**src/rtl/demux_pkg.sv**
```systemverilog
// Shared constants and types for the 1-to-4 demultiplexer slice.
// Channel indices double as out_valid/out_ready bit positions.
package demux_pkg;

    localparam int NUM_CH = 4;
    localparam int SEL_W  = 2;

    typedef logic [SEL_W-1:0] sel_t;

    localparam sel_t CH_A = 2'd0;
    localparam sel_t CH_B = 2'd1;
    localparam sel_t CH_C = 2'd2;
    localparam sel_t CH_D = 2'd3;

    function automatic logic [NUM_CH-1:0] sel_onehot(input sel_t s);
        logic [NUM_CH-1:0] oh;
        oh    = '0;
        oh[s] = 1'b1;
        return oh;
    endfunction

endpackage

```
**src/rtl/demux_slot.sv**
```systemverilog
// One output channel: single-entry holding register, valid flag and accept counter.
// The data register keeps its last value after a pop; only valid clears.
module demux_slot #(
    parameter int WIDTH = 4,
    parameter int CNT_W = 4
) (
    input  logic             clk,
    input  logic             reset,
    input  logic             load,
    input  logic             pop,
    input  logic [WIDTH-1:0] data,
    output logic [WIDTH-1:0] q,
    output logic             valid,
    output logic [CNT_W-1:0] count
);

    always_ff @(posedge clk) begin
        if (reset) begin
            q     <= '0;
            valid <= 1'b0;
            count <= '0;
        end else begin
            if (load) begin
                q     <= data;
                count <= count + CNT_W'(1);
            end
            // A load in the same cycle as a pop keeps the channel full.
            valid <= load | (valid & ~pop);
        end
    end

endmodule

```
**src/rtl/demux_1to4.sv**
```systemverilog
// Routes one input word to one of four single-entry output channels selected by sel.
// Holds the select decode and the upstream ready; per-channel state lives in demux_slot.
module demux_1to4
    import demux_pkg::*;
#(
    parameter int WIDTH = 4,
    parameter int CNT_W = 4
) (
    input  logic              clk1,
    input  logic              reset,
    input  logic [WIDTH-1:0]  in_data,
    input  logic              in_valid,
    input  sel_t              sel,
    output logic              in_ready,
    output logic [WIDTH-1:0]  out_a,
    output logic [WIDTH-1:0]  out_b,
    output logic [WIDTH-1:0]  out_c,
    output logic [WIDTH-1:0]  out_d,
    output logic [NUM_CH-1:0] out_valid,
    input  logic [NUM_CH-1:0] out_ready,
    output logic [CNT_W-1:0]  count_a,
    output logic [CNT_W-1:0]  count_b,
    output logic [CNT_W-1:0]  count_c,
    output logic [CNT_W-1:0]  count_d
);

    // Handshake: a word moves when valid && ready on a rising edge. in_ready is a
    // function of sel, out_valid and out_ready only, never of in_valid; upstream must
    // hold in_data/sel while in_valid=1 and in_ready=0.
    logic              accept;
    logic [NUM_CH-1:0] load;
    logic [NUM_CH-1:0] pop;
    logic [WIDTH-1:0]  slot_q   [NUM_CH];
    logic [CNT_W-1:0]  slot_cnt [NUM_CH];

    assign in_ready = !out_valid[sel] || out_ready[sel];
    assign accept   = in_valid && in_ready;
    assign load     = accept ? sel_onehot(sel) : '0;
    assign pop      = out_valid & out_ready;

    for (genvar i = 0; i < NUM_CH; i++) begin : g_slot
        demux_slot #(
            .WIDTH(WIDTH),
            .CNT_W(CNT_W)
        ) u_slot (
            .clk   (clk1),
            .reset (reset),
            .load  (load[i]),
            .pop   (pop[i]),
            .data  (in_data),
            .q     (slot_q[i]),
            .valid (out_valid[i]),
            .count (slot_cnt[i])
        );
    end

    assign out_a   = slot_q[CH_A];
    assign out_b   = slot_q[CH_B];
    assign out_c   = slot_q[CH_C];
    assign out_d   = slot_q[CH_D];
    assign count_a = slot_cnt[CH_A];
    assign count_b = slot_cnt[CH_B];
    assign count_c = slot_cnt[CH_C];
    assign count_d = slot_cnt[CH_D];

endmodule

```
**config.mk**
```make
export PLATFORM = sky130hd
export DESIGN_NAME = demux_1to4
export DESIGN_NICKNAME = d
export VERILOG_FILES = /design/src/rtl/demux_pkg.sv /design/src/rtl/demux_slot.sv /design/src/rtl/demux_1to4.sv
export SDC_FILE = /design/constraint.sdc
export NUM_CORES = 1
export LEC_CHECK = 0
export CORE_ASPECT_RATIO = 1.4
export CORE_MARGIN = 8
export CORE_UTILIZATION = 46
export CTS_CLUSTER_DIAMETER = 30
export CTS_CLUSTER_SIZE = 14
export DETAILED_ROUTE_END_ITERATION = 16
export GPL_TIMING_DRIVEN = 0
export HOLD_SLACK_MARGIN = 0.03
export PLACE_DENSITY_LB_ADDON = 0.15
export SYNTH_ARGS = -nofsm -noshare
export SYNTH_HDL_FRONTEND = slang
export SYNTH_SLANG_ARGS = --single-unit
```
**constraint.sdc**
```tcl
create_clock -name clk1 -period 1.9 [get_ports clk1]
set_input_delay 0.475 -clock clk1 [delete_from_list [all_inputs] [get_ports clk1]]
set_output_delay 0.475 -clock clk1 [all_outputs]
set_load 0.03 [all_outputs]
```
==> results of run 1 <==
[cell type report]
| cell class | count | area share |
|---|---|---|
| well taps | 42 | 0.0212 |
| multi-input cells | 125 | 0.376 |
| plain buffers | 13 | 0.0319 |
| inverters | 1 | 0.00152 |
| flip-flops and latches | 36 | 0.293 |
| clock buffers | 5 | 0.0278 |
| clock inverters | 3 | 0.0364 |
| repair buffers | 56 | 0.212 |
[sequential cells by signal, summed over array words and instances (netlist names)]
register / cells
g_slot.u_slot.count: 16
g_slot.u_slot.q: 16
g_slot.u_slot.valid: 4
[routing by layer]
metal,vias up,share of wire
met1,727,0.37
met2,50,0.55
met5,-,0
met4,0,0.0067
met3,5,0.075
li1,730,-
[synthesized netlist by cell type, types with 2 or more instances]
cell / count / area (um2)
and3_1: 2 / 12.5
clkbuf_1: 7 / 26.3
buf_4: 4 / 30.0
nand2b_1: 28 / 175
ha_1: 4 / 50.1
a21oi_1: 8 / 40.0
nor3_1: 3 / 15.0
o31ai_1: 2 / 15.0
or3_1: 2 / 12.5
nand4_1: 3 / 18.8
dfxtp_1: 36 / 721
nor2b_1: 15 / 93.8
nand2_1: 2 / 7.51
nand3_1: 3 / 15.0
nor2_1: 9 / 33.8
or4_1: 2 / 15.0
o21ai_0: 10 / 50.1
mux2i_1: 15 / 150
mux2_2: 8 / 90.1
[placed cells by master (no fill, tap or decap), types with 4 or more instances in the layout]
master | synthesis | final
a21oi_1 | 8 | 8
buf_4 | 4 | 13
clkbuf_1 | 7 | 7
clkbuf_2 | 0 | 4
clkbuf_8 | 0 | 5
clkdlybuf4s50_1 | 0 | 32
dfxtp_1 | 36 | 33
dlymetal6s2s_1 | 0 | 6
ha_1 | 4 | 4
mux2_2 | 8 | 8
mux2i_1 | 15 | 15
nand2b_1 | 28 | 24
nand2b_4 | 0 | 4
nor2_1 | 9 | 9
nor2b_1 | 15 | 15
o21ai_0 | 10 | 10
[logic make-up after synthesis]
logic type	after synthesis	share of synthesized area
AO/OA/AOI/OAI	22	0.0724
adder cells (fa/ha/maj)	4	0.0296
buffers and inverters	14	0.0451
flip-flops	36	0.426
multiplexers	24	0.155
AND/OR/NAND/NOR	75	0.272
[final timing paths]
check | end | slack (ns) | cells past startpoint
max | in_ready | 0.03 | 4
min | g_slot[3].u_slot.q[1]$_SDFFE_PP0P_ | 0.48 | 2
max reg2reg | g_slot[0].u_slot.count[3]$_SDFFE_PP0P_ | 0.50 | 4
min reg2reg | g_slot[3].u_slot.q[1]$_SDFFE_PP0P_ | 0.48 | 2
[per-stage QoR]
stage / hold WS (ns) / instances / area, um2 / TNS, ns
after floorplan: 0.473 / 175 / 1690 / 0
after global placement: 0.464 / 266 / 2240 / -3.79
after detailed placement: 0.472 / 266 / 2240 / -4.96
after CTS: 0.488 / 276 / 2430 / -0.0293
after global routing: 0.487 / 281 / 2470 / -0.00410
final: 0.484 / 281 / 2470 / 0
[power by group]
group	total, mW	internal, mW	leakage [nW]	switching (mW)
logic	0.229	0.107	0.740	0.123
registers	0.793	0.776	0.293	0.0173
clock network	0.946	0.657	0.0784	0.289
[timing repair]
item / in CTS / in global routing
hold endpoints to repair: 0 / 0
hold buffers: 0 / 0
setup buffers: 2 / 5
gates resized for setup: 30 / 15
setup endpoints to repair: 3 / 10
pin swaps: 0 / 1
[tightest hold or removal path, stage by stage, from the launching register on]
cell      delay [ns]
dfxtp_1         0.32
nand2b_1        0.06
mux2i_1         0.06
==> results.txt, run 1 <==
----------------------------------------------------
[Place]
  Buffers on Ports ... 49
  Final RePlAce weighted congestion ... 0.783
  Dpl ws ... -1.01 ns
  Final HPWL DP ... 3.46 mm

[Floorplan]
  Chip Height ... between 80 and 90 um
  I/O Pins ... 50
  Starting utilization of the core area ... 0.473
  Die span in x ... slightly below 70 um
  Full die area ... 5900 um2
  Core outline area ... approximately 3600 um2
  Total number of placement rows ... 26

[Final layout]
  Fillers ... a little over 300
  Fraction of final layout cells sized beyond drive strength 1 ... 0.205
  Storage element area ... slightly above 700 um2
  Area growth from synthesis to final layout ... 46.2%
  Net count, final ... 255
  Final core utilization ... 0.692
  Ant diodes ... 0
  Area of combinational cells with multiple inputs ... 931 um2

[Clock tree]
  Reg clk slew, reported paths ... 0.07 ns
  Clock Sinks ... 36
  Num CTS Buffers ... 5
  H-tree depth ... 2
  TritonCTS clock tree ... built
  Worst skew pair latency ... roughly 0.29 ns
  Bufs on Longest Clock Path ... 2
  CTS Root Cell ... clkbuf_8

[Logic synthesis]
  Post-synth EDFFs ... 0
  Syn Area/Cell ... 9.67 um2
  Dominant register cell in the synthesized netlist ... dfxtp_1
  Share of synthesized registers carrying an async set or reset ... 0
  Number of instances in the synthesized netlist ... approximately 180
  Mapped Nets ... 192
  Syn Std Cell Area ... between 1500 and 2000 um2
  Warning count from the yosys run ... 0
  Number of different library cells in the post-synthesis netlist ... 31
  Synthesized flop and latch total ... 36
  Part of the Yosys area used for sequential elements ... 0.426

[Routing]
  Routed wire length ... about 4.6 mm
  Via count normalized by instance count ... around 5.4
  Routed length per instance ... between 15 and 20 um
  Count of antenna-violating nets left after detailed routing ... 0
  Number of detailed-routing iterations run before antenna repair ... 4
  Number of DRC violations after detailed routing ... 0
  Drt initial violations ... 39
  Total vias in the final route ... ~1500

[STA]
  # setup viols final ... 0
  Clock Skews ... around 0.0075 ns
  Period Utilization, post-route ... 0.983
  Worst Slack Setup Final ... 0.0326 ns
  Max Clock Freq ... around 0.54 GHz
  Final Max Tran Viols ... 0
  Time the worst path needs with I/O delays and setup ... roughly 1.9 ns
  Worst-Margin Slew ... 0.491 ns
  Final hold violation count ... 0
  Max-slew headroom ... 0.673

[Setup path]
  Critical path fanouts, max ... 5
  Master of the slowest instance on the critical path ... mux4_2
  Startpoint of the most critical register-to-register path ... g_slot[0].u_slot.valid$_SDFF_PP0_
  Arrival time reported for the critical path endpoint ... around 1.4 ns
  Worst path required time ... ~1.4 ns
  Critical setup path kind ... input pin to output pin
  Most used cell along the critical path ... buf_6
  Top Family by Delay on Critical Path ... multiplexers
  Crit path capture type ... output pin
  Largest stage delay on the critical path ... ~0.50 ns
  Launching element type of the critical path ... input pin
  Crit path cell chain ... buf_2, buf_6, mux4_2, buf_6
  Critical Path Start ... sel[0]
  Count of buffer and inverter cells on the critical path ... 3

[Global routing]
  Total congestion overflow after global routing ... 0
  Via count of the first global-routing pass ... ~1600
  Most crowded layer after global routing ... met2
  Initial antenna violation count ... 0
  First-pass GRT wire length ... approximately 7.4 mm
  Met3 global-route usage ... 0.0627
  Pin count of the biggest net entering global routing ... 13
  Met2 track demand over resource ... 0.297
  Total global-route track usage ... 0.163
  Met1 track demand over resource ... 0.161

[Run status]
  Result of the run ... completed

[Pwr]
  Total power density per cell area ... ~800 nW/um2
  Post-layout power ... ~2.0 mW
  Worst supply voltage drop on vdd ... 0.952 mV
  Total leakage power ... 1.11 nW

[Flow run]
  Max-cap check violation count ... 0

[Hold path]
  Path type of the worst min-delay path ... register to register
  Hold path start ... g_slot[3].u_slot.q[1]$_SDFFE_PP0P_

----------------------------------------------------
(Power assumes the default switching activity.)
==> run 2: changes to the inputs <==
--- a/config.mk
+++ b/config.mk
@@ -7,13 +7,14 @@
 export LEC_CHECK = 0
 export CORE_ASPECT_RATIO = 1.4
 export CORE_MARGIN = 8
-export CORE_UTILIZATION = 46
+export CORE_UTILIZATION = 50
 export CTS_CLUSTER_DIAMETER = 30
 export CTS_CLUSTER_SIZE = 14
 export DETAILED_ROUTE_END_ITERATION = 16
 export GPL_TIMING_DRIVEN = 0
 export HOLD_SLACK_MARGIN = 0.03
 export PLACE_DENSITY_LB_ADDON = 0.15
+export SLEW_MARGIN = 25
 export SYNTH_ARGS = -nofsm -noshare
 export SYNTH_HDL_FRONTEND = slang
 export SYNTH_SLANG_ARGS = --single-unit
==> constraint.sdc (replaced) <==
create_clock -name clk1 -period 2.2 [get_ports clk1]
set_input_delay 0.55 -clock clk1 [delete_from_list [all_inputs] [get_ports clk1]]
set_output_delay 0.55 -clock clk1 [all_outputs]
set_load 0.03 [all_outputs]
==> results.txt, run 2 (synthesized netlist as in run 1, its figures left out) <==
----------------------------------------------------
[Clock tree]
  Reg clk slew, reported paths ... 0.07 ns (about the same)
  Clock Sinks ... 36 (unchanged)
  Post-CTS Hold Fix Bufs ... 0 (unchanged)
  CTS Root Cell ... clkbuf_8 (unchanged)
  Worst skew pair latency ... 0.29 ns (about the same)
  H-tree depth ... 2 (unchanged)
  Num CTS Buffers ... 5 (unchanged)
  TritonCTS clock tree ... built (unchanged)
  Bufs on Longest Clock Path ... 2 (unchanged)

[Pwr]
  Switching power summed over all nets ... 0.349 mW (was 0.430 mW)
  Total leakage power ... 0.932 nW (was 1.11 nW)
  Fraction of power consumed by sequential logic ... 0.516 (was 0.403)
  Switching power share of the total ... 0.263 (was 0.218)
  Total power density per cell area ... 562 nW/um2 (was 795 nW/um2)
  Post-layout power ... 1.33 mW (was 1.97 mW)
  Proportion of power drawn by combinational gates ... 0.148 (was 0.117)
  Internal power of the cells ... 0.977 mW (was 1.54 mW)
  Share of power burned in the clock network ... 0.336 (was 0.481)
  Worst supply voltage drop on vdd ... 0.550 mV (was 0.952 mV)

[Setup path]
  Critical setup path kind ... input pin to output pin (unchanged)
  Startpoint of the most critical register-to-register path ... g_slot[2].u_slot.valid$_SDFF_PP0_ (was g_slot[0].u_slot.valid$_SDFF_PP0_)
  Worst path required time ... 1.65 ns (was 1.42 ns)
  Arrival time reported for the critical path endpoint ... 1.60 ns (was 1.39 ns)
  Crit path capture type ... output pin (unchanged)
  Critical path fanouts, max ... 10 (was 5)
  Critical Path Start ... sel[0] (unchanged)
  Launching element type of the critical path ... input pin (unchanged)

[Global routing]
  Via count of the first global-routing pass ... 1516 (was 1584)
  Total congestion overflow after global routing ... 0 (unchanged)
  Total global-route track usage ... 0.160 (was 0.163)
  Initial antenna violation count ... 0 (unchanged)
  First-pass GRT wire length ... 7.01 mm (was 7.39 mm)
  Pin count of the biggest net entering global routing ... 11 (was 13)

[Final layout]
  Regs by FF count ... g_slot.u_slot.count x16, g_slot.u_slot.q x16, g_slot.u_slot.valid x4 (unchanged)
  Fraction of final layout cells sized beyond drive strength 1 ... 0.137 (was 0.205)
  Top library cells by usage in the layout, fill and taps aside ... clkdlybuf4s50_1 (43), dfxtp_1 (36), nand2b_1 (24) (was dfxtp_1 (33), clkdlybuf4s50_1 (32), nand2b_1 (24))
  Area growth from synthesis to final layout ... 39.4% (was 46.2%)
  Net count, final ... 250 (was 255)
  Ant diodes ... 0 (unchanged)
  Most common cell after layout, fill and taps aside ... clkdlybuf4s50_1 (was dfxtp_1)

[Routing]
  Routed wire length ... 4.41 mm (was 4.60 mm)
  Via count normalized by instance count ... 5.44 (was 5.38)
  Number of detailed-routing iterations run before antenna repair ... 4 (unchanged)
  Number of DRC violations after detailed routing ... 0 (unchanged)
  Drt initial violations ... 53 (was 39)
  Total vias in the final route ... 1484 (was 1512)
  Routed length per instance ... 16.2 um (was 16.4 um)
  Count of antenna-violating nets left after detailed routing ... 0 (unchanged)

[Run status]
  Result of the run ... completed (unchanged)

[Place]
  Final HPWL DP ... 3.39 mm (was 3.46 mm)
  Dpl ws ... -0.844 ns (was -1.01 ns)
  Buffers on Ports ... 49 (unchanged)
  Final RePlAce weighted congestion ... 0.802 (was 0.783)

[STA]
  # setup viols final ... 0 (unchanged)
  Period Utilization, post-route ... 0.979
  Time the worst path needs with I/O delays and setup ... roughly 2.2 ns
  Setup repair after global routing missed its margin ... false
  Final Max Tran Viols ... 0 (unchanged)
  Clock Skews ... 0.00904 ns (was 0.00751 ns)
  Worst Slack Setup Final ... 0.0465 ns (was 0.0326 ns)
  Max Clock Freq ... 0.464 GHz
  Final hold violation count ... 0 (unchanged)
  Max-slew headroom ... 0.629 (was 0.673)
  Worst-Margin Slew ... 0.553 ns (was 0.491 ns)

[Hold path]
  Hold path start ... g_slot[3].u_slot.q[2]$_SDFFE_PP0P_ (was g_slot[3].u_slot.q[1]$_SDFFE_PP0P_)
  Path type of the worst min-delay path ... register to register (unchanged)

[Floorplan]
  Total number of placement rows ... 25 (was 26)
  I/O Pins ... 50 (unchanged)
  Chip Height ... 84.9 um (was 87.8 um)
  Die span in x ... 65.2 um (was 67.3 um)
  Core outline area ... 3320 um2 (was 3580 um2)
  Full die area ... 5530 um2 (was 5900 um2)
  Starting utilization of the core area ... 0.511 (was 0.473)

[Flow run]
  Max-cap check violation count ... 0 (unchanged)

----------------------------------------------------
## run 2: cell types whose count changed in the layout (fill, tap and decap cells not counted), moves of 3 or more
cell	previous run	this run
clkdlybuf4s50_1	32	43
dfxtp_2	3	0
dlymetal6s2s_1	6	0
bufinv_16	3	0
buf_4	13	6
clkbuf_2	4	0
dfxtp_1	33	36
## run 2: cell type report
| class | instances | area, um2 |
|---|---|---|
| plain buffers | 13 | 78.8 |
| clock buffers | 6 | 72.6 |
| clock inverters | 1 | 5.00 |
| fillers | 292 | 956 |
| inverters | 1 | 3.75 |
| multi-input cells | 125 | 926 |
| flip-flops and latches | 36 | 721 |
| well taps | 40 | 50.0 |
| repair buffers | 51 | 503 |
## run 2: metal layers
metal	wire, um	GRT usage
met5	0	0
met4	36	0.0538
met3	384	0.0659
met2	2220	0.278
met1	1770	0.166
## run 2: power by group through the flow
stage | Combinational, mW | Clock [mW] | Sequential (mW)
2_1_floorplan | 0.0812 | 0 | 0.725
3_3_place_gp | 0.188 | 0 | 0.696
3_5_place_dp | 0.195 | 0 | 0.698
4_1_cts | 0.199 | 0.448 | 0.684
5_1_grt | 0.211 | 0.472 | 0.686
6_report | 0.197 | 0.445 | 0.685
## run 2: worst paths after layout
check | cells past startpoint | slack, ns | to
max reg2reg | 3 | 0.66 | g_slot[2].u_slot.count[0]$_SDFFE_PP0P_
min | 2 | 0.48 | g_slot[3].u_slot.q[2]$_SDFFE_PP0P_
max | 4 | 0.05 | in_ready
min reg2reg | 2 | 0.48 | g_slot[3].u_slot.q[2]$_SDFFE_PP0P_
## run 2: through the flow
stage          utilization  setup TNS (ns)  cell area, um2  hold slack, ns  cells
2_1_floorplan            -               0            1690           0.473    175
3_3_place_gp         0.674          -0.846            2230           0.463    264
3_5_place_dp         0.674           -1.00            2230           0.469    264
4_1_cts              0.712               0            2360           0.484    273
5_1_grt              0.712               0            2360           0.503    273
6_report             0.712               0            2360           0.483    273
## run 2: worst max-delay path, cell delays in order
cell	delay, ns
clkdlybuf4s15_2	0.23
buf_6	0.16
mux4_2	0.51
buf_6	0.15
## run 2: timing repair
item	in CTS	in global routing
setup endpoints to repair	1	0
setup buffers	2	0
gates resized for setup	20	0
endpoints found under the hold margin	0	0
